`src/rtl/stream_upsize_id_pkg.sv`:
```
// Shared types and helpers for the ID-aware stream upsizer.
// Latency: n/a (types and constant functions only).
// Backpressure: n/a.
//
// Contents: default lane count, accumulator state encoding, counter width
// helpers and the lane-count-to-keep-mask function.
package stream_upsize_pkg;

    // Lane count used when the block is instantiated with default parameters.
    localparam int DEFAULT_RATIO = 4;

    // Accumulator occupancy:
    //   ACC_EMPTY : no lanes held
    //   ACC_FILL  : 1..RATIO-1 lanes held, word still open
    //   ACC_HELD  : a complete single-lane word that could not go out yet
    typedef enum logic [1:0] {
        ACC_EMPTY = 2'd0,
        ACC_FILL  = 2'd1,
        ACC_HELD  = 2'd2
    } acc_state_e;

    // Lane counter width, $clog2(ratio); kept at one bit minimum.
    function automatic int cnt_width(input int ratio);
        return (ratio > 1) ? $clog2(ratio) : 1;
    endfunction

    // Idle counter width, $clog2(timeout+1); one bit when the timeout is off.
    function automatic int idle_width(input int timeout);
        return (timeout > 0) ? $clog2(timeout + 1) : 1;
    endfunction

    // Contiguous keep mask with the low n lanes set (2^n - 1).
    function automatic logic [31:0] keep_from_count(input int n);
        if (n >= 32) begin
            return '1;
        end
        return (32'd1 << n) - 32'd1;
    endfunction

endpackage

```
`src/rtl/stream_upsize_id_if.sv`:
```
// Bundles the narrow input stream and wide output stream of the upsizer.
// Latency: n/a (wires only).
// Backpressure: s_ready_o / m_ready_i valid-ready handshakes.
//
// Ports: s_data_i/s_id_i/s_last_i/s_valid_i/s_ready_o form the narrow input,
// m_data_o[lanes]/m_keep_o/m_id_o/m_last_o/m_valid_o/m_ready_i the wide output.
// Modport slave is the upsizer's view; master is the view of the logic
// around it (producer driving s_*, consumer driving m_ready_i).
interface stream_upsize_id_if #(
    parameter int T_DATA_WIDTH = 4,
    parameter int T_DATA_RATIO = 4,
    parameter int T_ID_WIDTH   = 2
);
    logic [T_DATA_WIDTH-1:0] s_data_i;
    logic [T_ID_WIDTH-1:0]   s_id_i;
    logic                    s_last_i;
    logic                    s_valid_i;
    logic                    s_ready_o;

    logic [T_DATA_WIDTH-1:0] m_data_o [T_DATA_RATIO];
    logic [T_DATA_RATIO-1:0] m_keep_o;
    logic [T_ID_WIDTH-1:0]   m_id_o;
    logic                    m_last_o;
    logic                    m_valid_o;
    logic                    m_ready_i;

    modport slave (
        input  s_data_i, s_id_i, s_last_i, s_valid_i,
        output s_ready_o,
        output m_data_o, m_keep_o, m_id_o, m_last_o, m_valid_o,
        input  m_ready_i
    );

    modport master (
        output s_data_i, s_id_i, s_last_i, s_valid_i,
        input  s_ready_o,
        input  m_data_o, m_keep_o, m_id_o, m_last_o, m_valid_o,
        output m_ready_i
    );
endinterface

```
`src/rtl/stream_pack_acc.sv`:
```
// Accumulates narrow beats into lanes and decides when a word leaves.
// Latency: word presented combinationally on out_* in the cycle it completes.
// Backpressure: out_load only asserted when out_free; otherwise the word waits.
//
// Ports: beat_* is the input beat and beat_acc its acceptance strobe;
// out_free says the output register can take a word this cycle; out_load
// plus out_data/out_keep/out_id/out_last carry the word to load;
// acc_empty/acc_held report occupancy for the ready logic.
module stream_pack_acc
    import stream_upsize_pkg::*;
#(
    parameter int T_DATA_WIDTH  = 4,
    parameter int T_DATA_RATIO  = DEFAULT_RATIO,
    parameter int T_ID_WIDTH    = 2,
    parameter int FLUSH_TIMEOUT = 8
) (
    input  logic                    clk,
    input  logic                    rst_n,
    input  logic [T_DATA_WIDTH-1:0] beat_data,
    input  logic [T_ID_WIDTH-1:0]   beat_id,
    input  logic                    beat_last,
    input  logic                    beat_acc,
    input  logic                    out_free,
    output logic                    acc_empty,
    output logic                    acc_held,
    output logic                    out_load,
    output logic [T_DATA_WIDTH-1:0] out_data [T_DATA_RATIO],
    output logic [T_DATA_RATIO-1:0] out_keep,
    output logic [T_ID_WIDTH-1:0]   out_id,
    output logic                    out_last
);
    localparam int CW = cnt_width(T_DATA_RATIO);
    localparam int IW = idle_width(FLUSH_TIMEOUT);
    localparam logic [CW-1:0] CNT_TOP  = CW'(T_DATA_RATIO - 1);
    localparam logic [IW-1:0] IDLE_MAX = IW'(FLUSH_TIMEOUT);
    localparam bit            TIMEOUT_EN = (FLUSH_TIMEOUT != 0);

    acc_state_e              state_q, state_d;
    logic [CW-1:0]           cnt_q, cnt_d;
    logic [T_DATA_WIDTH-1:0] lanes_q [T_DATA_RATIO];
    logic [T_DATA_WIDTH-1:0] lanes_d [T_DATA_RATIO];
    logic [T_ID_WIDTH-1:0]   id_q, id_d;
    logic [IW-1:0]           idle_q, idle_d;

    logic id_chg;
    logic at_top;
    logic timeout_hit;

    assign acc_empty = (state_q == ACC_EMPTY);
    assign acc_held  = (state_q == ACC_HELD);

    // A held word never coexists with acceptance (ready is low), so the ID
    // comparison only matters while a word is still open.
    assign id_chg      = beat_acc && (state_q == ACC_FILL) && (beat_id != id_q);
    assign at_top      = (cnt_q == CNT_TOP);
    assign timeout_hit = TIMEOUT_EN && (state_q == ACC_FILL) && (idle_q == IDLE_MAX);

    always_comb begin
        state_d  = state_q;
        cnt_d    = cnt_q;
        lanes_d  = lanes_q;
        id_d     = id_q;
        idle_d   = idle_q;
        out_load = 1'b0;
        out_data = lanes_q;
        out_keep = T_DATA_RATIO'(keep_from_count(int'(cnt_q)));
        out_id   = id_q;
        out_last = 1'b0;

        if (state_q == ACC_HELD) begin
            // Complete one-lane word parked earlier; it always closes a packet.
            out_keep = T_DATA_RATIO'(keep_from_count(1));
            out_last = 1'b1;
            if (out_free) begin
                out_load = 1'b1;
                state_d  = ACC_EMPTY;
                cnt_d    = '0;
                lanes_d  = '{default: '0};
            end
        end else if (beat_acc) begin
            if (id_chg) begin
                // Close the open word as-is; the new beat starts a fresh one.
                // Acceptance with a non-empty accumulator implies out_free.
                out_load   = 1'b1;
                lanes_d    = '{default: '0};
                lanes_d[0] = beat_data;
                id_d       = beat_id;
                cnt_d      = beat_last ? CW'(0) : CW'(1);
                state_d    = beat_last ? ACC_HELD : ACC_FILL;
            end else if (beat_last || at_top) begin
                if (out_free) begin
                    out_load           = 1'b1;
                    out_data[cnt_q]    = beat_data;
                    out_keep           = T_DATA_RATIO'(keep_from_count(int'(cnt_q) + 1));
                    out_id             = beat_id;
                    out_last           = beat_last;
                    state_d            = ACC_EMPTY;
                    cnt_d              = '0;
                    lanes_d            = '{default: '0};
                end else begin
                    // Only reachable from empty: a single-beat packet absorbed
                    // while the output is still occupied.
                    lanes_d[0] = beat_data;
                    id_d       = beat_id;
                    cnt_d      = '0;
                    state_d    = ACC_HELD;
                end
            end else begin
                lanes_d[cnt_q] = beat_data;
                cnt_d          = cnt_q + CW'(1);
                state_d        = ACC_FILL;
                if (state_q == ACC_EMPTY) begin
                    id_d = beat_id;
                end
            end
        end else if (timeout_hit && out_free) begin
            out_load = 1'b1;
            state_d  = ACC_EMPTY;
            cnt_d    = '0;
            lanes_d  = '{default: '0};
        end

        // Idle counter saturates at the timeout so an expiry that hits a busy
        // output stays pending until the output frees up.
        if (beat_acc || out_load) begin
            idle_d = '0;
        end else if (TIMEOUT_EN && (state_q == ACC_FILL) && (idle_q != IDLE_MAX)) begin
            idle_d = idle_q + IW'(1);
        end
    end

    always_ff @(posedge clk or negedge rst_n) begin
        if (!rst_n) begin
            state_q <= ACC_EMPTY;
            cnt_q   <= '0;
            lanes_q <= '{default: '0};
            id_q    <= '0;
            idle_q  <= '0;
        end else begin
            state_q <= state_d;
            cnt_q   <= cnt_d;
            lanes_q <= lanes_d;
            id_q    <= id_d;
            idle_q  <= idle_d;
        end
    end

endmodule

```
`src/rtl/stream_upsize_id.sv`:
```
// Packs T_DATA_RATIO narrow beats into one wide word with keep, ID and last.
// Latency: one edge from the completing beat (or flush) to m_valid_o.
// Backpressure: s_ready_o high while the output can drain or the accumulator
// is empty; words hold stable on m_* while m_ready_i is low.
//
// Ports: clk, rst_n (async active-low); bus is the slave view of
// stream_upsize_id_if carrying the narrow input and wide output streams.
module stream_upsize_id
    import stream_upsize_pkg::*;
#(
    parameter int T_DATA_WIDTH  = 4,
    parameter int T_DATA_RATIO  = DEFAULT_RATIO,
    parameter int T_ID_WIDTH    = 2,
    parameter int FLUSH_TIMEOUT = 8
) (
    input  logic              clk,
    input  logic              rst_n,
    stream_upsize_id_if.slave bus
);
    logic                    rdy_en;
    logic                    out_free;
    logic                    s_ready;
    logic                    beat_acc;
    logic                    acc_empty;
    logic                    acc_held;
    logic                    out_load;
    logic [T_DATA_WIDTH-1:0] out_data [T_DATA_RATIO];
    logic [T_DATA_RATIO-1:0] out_keep;
    logic [T_ID_WIDTH-1:0]   out_id;
    logic                    out_last;

    logic [T_DATA_WIDTH-1:0] m_data_q [T_DATA_RATIO];
    logic [T_DATA_RATIO-1:0] m_keep_q;
    logic [T_ID_WIDTH-1:0]   m_id_q;
    logic                    m_last_q;
    logic                    m_valid_q;

    // Ready is held low during reset and comes up on the first edge after
    // release so no beat is taken while the state is still settling.
    always_ff @(posedge clk or negedge rst_n) begin
        if (!rst_n) begin
            rdy_en <= 1'b0;
        end else begin
            rdy_en <= 1'b1;
        end
    end

    assign out_free = !m_valid_q || bus.m_ready_i;
    // Ready uses occupancy only, never the beat contents. A held word blocks
    // input so two words never compete for the output in one cycle.
    assign s_ready  = rdy_en && (out_free || acc_empty) && !acc_held;
    assign beat_acc = bus.s_valid_i && s_ready;

    stream_pack_acc #(
        .T_DATA_WIDTH  (T_DATA_WIDTH),
        .T_DATA_RATIO  (T_DATA_RATIO),
        .T_ID_WIDTH    (T_ID_WIDTH),
        .FLUSH_TIMEOUT (FLUSH_TIMEOUT)
    ) u_acc (
        .clk       (clk),
        .rst_n     (rst_n),
        .beat_data (bus.s_data_i),
        .beat_id   (bus.s_id_i),
        .beat_last (bus.s_last_i),
        .beat_acc  (beat_acc),
        .out_free  (out_free),
        .acc_empty (acc_empty),
        .acc_held  (acc_held),
        .out_load  (out_load),
        .out_data  (out_data),
        .out_keep  (out_keep),
        .out_id    (out_id),
        .out_last  (out_last)
    );

    // Output register: loads only when free, so a stalled word stays intact.
    always_ff @(posedge clk or negedge rst_n) begin
        if (!rst_n) begin
            m_data_q  <= '{default: '0};
            m_keep_q  <= '0;
            m_id_q    <= '0;
            m_last_q  <= 1'b0;
            m_valid_q <= 1'b0;
        end else if (out_load) begin
            m_data_q  <= out_data;
            m_keep_q  <= out_keep;
            m_id_q    <= out_id;
            m_last_q  <= out_last;
            m_valid_q <= 1'b1;
        end else if (bus.m_ready_i) begin
            m_valid_q <= 1'b0;
        end
    end

    assign bus.s_ready_o = s_ready;
    assign bus.m_data_o  = m_data_q;
    assign bus.m_keep_o  = m_keep_q;
    assign bus.m_id_o    = m_id_q;
    assign bus.m_last_o  = m_last_q;
    assign bus.m_valid_o = m_valid_q;

endmodule

```
`src/flat_wrapper.sv`:
```
// flat-port wrapper written by rule: the top's interface ports become plain ports
module stream_upsize_id_flat import stream_upsize_pkg::*;
#(
    parameter int T_DATA_WIDTH  = 4,
    parameter int T_DATA_RATIO  = DEFAULT_RATIO,
    parameter int T_ID_WIDTH    = 2,
    parameter int FLUSH_TIMEOUT = 8
)
  (clk, rst_n, bus_s_data_i, bus_s_id_i, bus_s_last_i, bus_s_valid_i, bus_s_ready_o, bus_m_data_o, bus_m_keep_o, bus_m_id_o, bus_m_last_o, bus_m_valid_o, bus_m_ready_i);
  stream_upsize_id_if #(.T_DATA_WIDTH(T_DATA_WIDTH), .T_DATA_RATIO(T_DATA_RATIO), .T_ID_WIDTH(T_ID_WIDTH)) bus_i ();
  input  logic clk;
  input  logic rst_n;
  input wire logic [$bits(bus_i.s_data_i)-1:0] bus_s_data_i;
  input wire logic [$bits(bus_i.s_id_i)-1:0] bus_s_id_i;
  input wire logic [$bits(bus_i.s_last_i)-1:0] bus_s_last_i;
  input wire logic [$bits(bus_i.s_valid_i)-1:0] bus_s_valid_i;
  output wire logic [$bits(bus_i.s_ready_o)-1:0] bus_s_ready_o;
  output wire logic [$bits(bus_i.m_data_o)-1:0] bus_m_data_o;
  output wire logic [$bits(bus_i.m_keep_o)-1:0] bus_m_keep_o;
  output wire logic [$bits(bus_i.m_id_o)-1:0] bus_m_id_o;
  output wire logic [$bits(bus_i.m_last_o)-1:0] bus_m_last_o;
  output wire logic [$bits(bus_i.m_valid_o)-1:0] bus_m_valid_o;
  input wire logic [$bits(bus_i.m_ready_i)-1:0] bus_m_ready_i;
  assign bus_i.s_data_i = bus_s_data_i;
  assign bus_i.s_id_i = bus_s_id_i;
  assign bus_i.s_last_i = bus_s_last_i;
  assign bus_i.s_valid_i = bus_s_valid_i;
  assign bus_s_ready_o = bus_i.s_ready_o;
  assign bus_m_data_o = {>>{bus_i.m_data_o}};
  assign bus_m_keep_o = bus_i.m_keep_o;
  assign bus_m_id_o = bus_i.m_id_o;
  assign bus_m_last_o = bus_i.m_last_o;
  assign bus_m_valid_o = bus_i.m_valid_o;
  assign bus_i.m_ready_i = bus_m_ready_i;
  stream_upsize_id #(.T_DATA_WIDTH(T_DATA_WIDTH), .T_DATA_RATIO(T_DATA_RATIO), .T_ID_WIDTH(T_ID_WIDTH), .FLUSH_TIMEOUT(FLUSH_TIMEOUT)) u_core (.clk(clk), .rst_n(rst_n), .bus(bus_i));
endmodule
```
`config.mk`:
```
export PLATFORM = sky130hd
export DESIGN_NAME = stream_upsize_id_flat
export DESIGN_NICKNAME = d
export VERILOG_FILES = /design/src/rtl/stream_upsize_id_pkg.sv /design/src/rtl/stream_upsize_id_if.sv /design/src/rtl/stream_pack_acc.sv /design/src/rtl/stream_upsize_id.sv /design/src/flat_wrapper.sv
export SDC_FILE = /design/constraint.sdc
export NUM_CORES = 1
export LEC_CHECK = 0
export ABC_AREA = 1
export BUFFER_PORTS_ARGS = -buffer_cell sky130_fd_sc_hd__buf_2
export CORE_UTILIZATION = 40
export CTS_CLUSTER_DIAMETER = 150
export DETAILED_ROUTE_END_ITERATION = 10
export PLACE_DENSITY = 0.59
export RECOVER_POWER = 25
export SLEW_MARGIN = 20
export SYNTH_ARGS = -nofsm -noshare
export SYNTH_HDL_FRONTEND = slang
export SYNTH_SLANG_ARGS = --single-unit
```
`constraint.sdc`:
```
create_clock -name clk -period 5.43 [get_ports clk]
set_clock_uncertainty 0.15 [all_clocks]
set_input_delay 0.2715 -clock clk [delete_from_list [all_inputs] [get_ports clk]]
set_output_delay 0.2715 -clock clk [all_outputs]
set_load 0.01 [all_outputs]
```
==> After elaboration in Yosys (flattened, before gate mapping) <==
Cells that the tools add are included.
{ "word_totals": {"wordCells": 127, "in_bits": 11, "reg_bits": 51} }
{ "op_classes": {"eq_ne": 9, "n_reduce_logical": 23, "muxes": 66, "n_shift": 2, "bitwise_logic": 2, "order_cmp": 3, "n_addsub": 5} }
{ "ops": {"columns": ["op", "n"], "rows": [
  ["16-bit two-way mux", 11],
  ["4-bit two-way mux", 11],
  ["2-bit two-way mux", 21],
  ["1-bit two-way mux", 20],
  ["16-bit bitwise mux", 1],
  ["12-bit two-way mux", 1],
  ["1-bit logical AND", 9],
  ["4-bit demux with 2-bit select", 1],
  ["4-bit by 1-bit subtractor with 4-bit output (second input constant)", 2],
  ["3-bit by 6-bit greater-or-equal comparator with 1-bit output (second input constant)", 1],
  ["3-bit nonzero test", 2],
  ["4-bit by 1-bit adder with 4-bit output (second input constant)", 1],
  ["2-bit == test (second input constant)", 2],
  ["4-bit == test (second input constant)", 1],
  ["1-bit logical OR", 4],
  ["4-bit by 3-bit inequality test with 1-bit output (second input constant)", 1],
  ["4-bit inequality test (second input constant)", 1],
  ["4-bit AND reduction", 1],
  ["2-bit nonzero test", 2],
  ["1-bit by 2-bit left shift with 4-bit output (first input constant)", 1],
  ["1-bit by 3-bit left shift with 4-bit output (first input constant)", 1],
  ["2-bit by 1-bit adder with 3-bit output (second input constant)", 1],
  ["3-bit greater-or-equal comparator (second input constant)", 1],
  ["3-bit by 1-bit less-than comparator with 1-bit output (second input constant)", 1],
  ["11 further kinds", 12]
]} }

==> Logic depth before layout (Yosys ltp) <==
{ "depth": {"depth_word": 17, "ltp_mapped": 12} }

==> Cells and area by module <==
A second synthesis with hierarchy kept.
{ "unflattened": {"cells_unflattened": 432, "hier_area_um2": 3006.6} }
{ "modules_own_cells": {"columns": ["mod", "area_each_um2", "n_inst", "seq_area_each_um2", "cells_per_inst"], "rows": [
  ["stream_pack_acc", 2052.0, 1, 650.6, 321],
  ["stream_upsize_id", 954.7, 1, 625.6, 111]
]} }

==> Worst setup path before layout <==
No wires, ideal clock.
{ "synth_path": {"kind": "register to register", "start": "reg u_core.u_acc.cnt_q[0]", "end": "reg u_core.m_data_q, in the netlist u_core.bus.m_data_o[14]", "period_less_slack_ps": 1762, "path_slack_ps": 3668, "arrival_ps": 1495, "stages_incl_launch_ff": 9, "required_time_ps": 5163, "path_cell_list": "dfrtp_1 -> ha_1 -> nor2_2 -> nor2_4 -> nand3_2 -> buf_2 -> nand2_1 -> nand3_1 -> nand2_1"} }
{ "synth_between": {"elab_chain_cells": 11} }
{ "synth_lines": {"columns": ["element", "line", "source"], "rows": [
  ["start: declaration", "stream_pack_acc.sv:39", "logic [CW-1:0] cnt_q, cnt_d;"],
  ["start signal: assignment", "stream_pack_acc.sv:141", "cnt_q <= cnt_d;"],
  ["2-bit NOT with 3-bit output (implied by the code)", "stream_pack_acc.sv:93", "out_data[cnt_q] = beat_data;"],
  ["3-bit greater-or-equal comparator (implied by the code) or 3-bit by 1-bit less-than comparator with 1-bit output (tied branches)", "stream_pack_acc.sv:93", null],
  ["1-bit logical AND (implied by the code)", "stream_pack_acc.sv:93", null],
  ["4-bit two-way mux (implied by the code)", "stream_pack_acc.sv:93", null],
  ["4-bit demux with 2-bit select", "stream_pack_acc.sv:93", null],
  ["16-bit bitwise mux", "stream_pack_acc.sv:93", null],
  ["16-bit two-way mux", "stream_pack_acc.sv:91", "if (out_free) begin"],
  ["16-bit two-way mux", "stream_pack_acc.sv:90", "end else if (beat_last || at_top) begin"],
  ["16-bit two-way mux", "stream_pack_acc.sv:81", "if (id_chg) begin"],
  ["16-bit two-way mux", "stream_pack_acc.sv:80", "end else if (beat_acc) begin"],
  ["16-bit two-way mux", "stream_pack_acc.sv:70", "if (state_q == ACC_HELD) begin"],
  ["end signal: assignment", "stream_upsize_id.sv:85", "m_data_q <= out_data;"],
  ["end: declaration", "stream_upsize_id.sv:32", "logic [T_DATA_WIDTH-1:0] m_data_q [T_DATA_RATIO];"]
]} }
Parallel ways exist; a longest one is shown, timed or not.
A chain may end at the register's enable or synchronous reset.

==> results.md <==
* Met1 usage at about a quarter
* Placed Area at 3176 µm²
* Startpoint types: input port
* Area leader, netlist: dfrtp_1
* Synth unique cells at 32
* Diode count at 0
* R2r setup slk at 2.82 ns
* Post-layout instance area at 3269 µm²
* Total CTS buffers at 5
* Cts hold-fix bufs at 1
* Hold Path End: u_core.u_acc.lanes_q[12]
* Fin crit period at around 3.2 ns
* Area growth from synthesis to layout at 9.882%
* Vias in the first global route at 2244
* 1st-iter DRT viols at between 150 and 200
* Mapped Area at 2975 µm²
* RSZ-0062 raised after global routing: false
* First-pass GRT wire length at between 10000 and 15000 µm
* Synth area leaders: dfrtp_1 (43%), nand2_1 (20%), inv_1 (5.3%)
* Cells after Synth at 387
* Routed Antenna Nets at 0
* Detailed-route wire length at approximately 6500 µm
* Grt total ovfl at 0
* Worst path max stage delay at 1.97 ns
* Share of flip-flops with an asynchronous set or reset at 100.0%
* Syn Nets at roughly 410
* Hold path depth at 3
* DR WL/cell at 12.49 µm
* Clk sinks at 51
* Tcrit/Tclk final at 58.87%
* Final Core Density at 45.32%
* Leading cell type in the layout, fill and taps excluded: nand2_1
* Main synth FF type: dfrtp_1
* Die W at 88.25 µm
* Grt met2 use at 29.86%
* Largest net degree at the start of global routing at 52
* Core Area at 7214 µm²
* Status: finished with violations
* Slew headroom at -85.33%
* Slowest cell on the critical path: clkbuf_1
* Global Route Usage Sum at a little under a fifth
* Setup Viol. Count Final at 0
* TNS Setup at 0 ns
* Max Buffers Root-to-Sink at 2
* CP Class: input port to async pin
* Worst-path fanout max at between 50 and 60
* Layout cell share with drive strength beyond 1 at around 11%
* CP Depth at 3
* Number of max-cap violations at 1
* Root buffer cell: clkbuf_8
* DRC at 0
* Worst path required time at around 5 ns
* Worst min path class: input port to register
* Register bit total from synthesis at 51
* CTS resizes at 0
* Sequential area share after synthesis at between 40% and 50%
* Final max-slew violation count at 52
* Antenna violations before repair at 0
* Hold Violations, Final at 0
* Drt pass-1 iters at 4
* WP buf/inv at 3
* Reg-to-reg critical path startpoint: u_core.u_acc.state_q[1]
* Detailed-route via count at 2400
* Die ar. at 7787 µm²
* Top Ports at 36
* Critical Path AT at 2.87 ns
* Leak pwr at around 0.0017 µW
* HPWL after DPL at 4646 µm
* Place WS at 2.837 ns
* Hold Crit Start: bus_s_data_i[0]
* CP Cell Sequence: dlygate4sd3_1, buf_2, clkbuf_1
* Initial Utilization at 41.24%
* Port Buffers at 35
* Avg Cell Area, Syn at 7.688 µm²
* Die Span Y at 88.25 µm
* Layout Nets at 440
* Post-synth EDFFs at 0
* Met3 GRT Util at just over 2%
* Critical path endpoint category: async pin
* Commonest cells after routing, fill and taps aside: nand2_1 (159), dfrtp_1 (51), inv_1 (42), nand3_1 (27), clkbuf_1 (25)
* RR Endpoint: u_core.bus.m_data_o[0]
* Fmax at 312.8 MHz
* Most Crowded Layer GR: met2
* Gpl congestion at 0.8777
* Worst slew pin tran at 2.780 ns
* Post-CTS Setup Bufs at 0
* Clk pin slew, worst setup/hold paths at 0.10 ns
* Site row count at 31
* Post-synth top area share at a little over two fifths
* Violated checks: capacitance limit, slew limit
* Delay-heaviest family, CP: buffers and inverters
* Synth Warn # at 0
* Power per cell area at between 400 and 500 nW/µm²
* CTS tree: done
* PnR worst setup slack at 2.233 ns
* Clock latency on the worst-skew pair at ~0.31 ns
* R2R cell count at 8
* CTS H-tree lvls at 2
* Max rail drop VDD at 0.1221 mV
* Vias per inst at 4.624
==> state kept, by name, indices dropped and copies added (netlist names) <==
name / flops
u_core.bus.m_data_o: 16
u_core.u_acc.lanes_q: 16
u_core.bus.m_keep_o: 4
u_core.u_acc.idle_q: 4
u_core.bus.m_id_o: 2
u_core.u_acc.cnt_q: 2
u_core.u_acc.id_q: 2
u_core.u_acc.state_q: 2
u_core.bus.m_last_o: 1
u_core.bus.m_valid_o: 1
u_core.rdy_en: 1
==> cells in the mapped netlist, types with 2 or more instances <==
library cell	instances
inv_1	42
o21ai_1	2
nor2_2	2
or2_2	2
nor2_1	9
buf_6	7
nand4_1	9
nand2_4	4
clkbuf_1	2
nand2_2	2
nor2_4	4
nand2_1	159
or2_0	8
ha_1	10
dfrtp_1	51
a21oi_1	4
nand3_2	5
nand3_1	27
buf_4	2
inv_2	3
o21ai_0	20
xor2_1	3
==> power by group <==
| part | switching [µW] | leakage, µW | internal [µW] |
|---|---|---|---|
| clock | 128 | 0.0000612 | 149 |
| combinational | 455 | 0.000999 | 208 |
| sequential | 81.1 | 0.000681 | 499 |
| total | 664 | 0.00174 | 856 |
==> area by class of cell <==
cell class,instances,area [µm²]
Clock buffer,6,82.58
Clock inverter,2,35.03
Fill cell,787,3945
Inverter,46,175.2
Multi-Input combinational cell,278,1418
Sequential cell,51,1276
Tap cell,99,123.9
Timing Repair Buffer,37,158.9
==> per-layer routing <==
metal | vias up | share of wire, % | wire (µm)
met4 | 0 | 1.4 | 89
li1 | 1265 | - | -
met1 | 1080 | 49 | 3151
met3 | 6 | 3.5 | 225
met5 | - | 0 | 0
met2 | 49 | 47 | 3014
==> cell families after synthesis <==
kind of cell	after synthesis	share of synthesized area, %
flip-flops	51	42.89
AND/OR/NAND/NOR	233	36.21
buffers and inverters	58	9.462
XOR/XNOR	3	0.8833
AO/OA/AOI/OAI	31	6.224
adder cells (fa/ha/maj)	10	4.205
other	1	0.1260
==> through the flow <==
step | power [µW] | hold WS [ns] | cells
finish | 1520 | 0.04683 | 519
global route | 1662 | 0.06627 | 519
CTS | 1554 | 0.04840 | 519
detailed placement | 1273 | 0.2882 | 510
global placement | 1259 | 0.2813 | 510
floorplan | 1103 | -0.1741 | 387
==> worst reg2reg max path, stage by stage, from the launching register on <==
cell and delay, ns:
dfrtp_1 0.45, nand2_4 0.14, nand3_2 0.09, nor2_2 0.45, nand3_2 0.53, inv_2 0.40, nand2_1 0.09, nand3_1 0.13
nand2_1 0.07
==> worst max path at each step <==
| stage | startpoint | to |
|---|---|---|
| global placement | u_core.u_acc.state_q[1] | u_core.bus.m_data_o[0] |
| floorplan | u_core.u_acc.cnt_q[0] | u_core.bus.m_data_o[14] |
| CTS | u_core.u_acc.state_q[1] | u_core.bus.m_data_o[0] |
| detailed placement | u_core.u_acc.state_q[1] | u_core.bus.m_data_o[0] |
| global route | rst_n | u_core.u_acc.id_q[0] |
| finish | rst_n | u_core.rdy_en |
No activity file was read; power rests on OpenSTA's default activity.
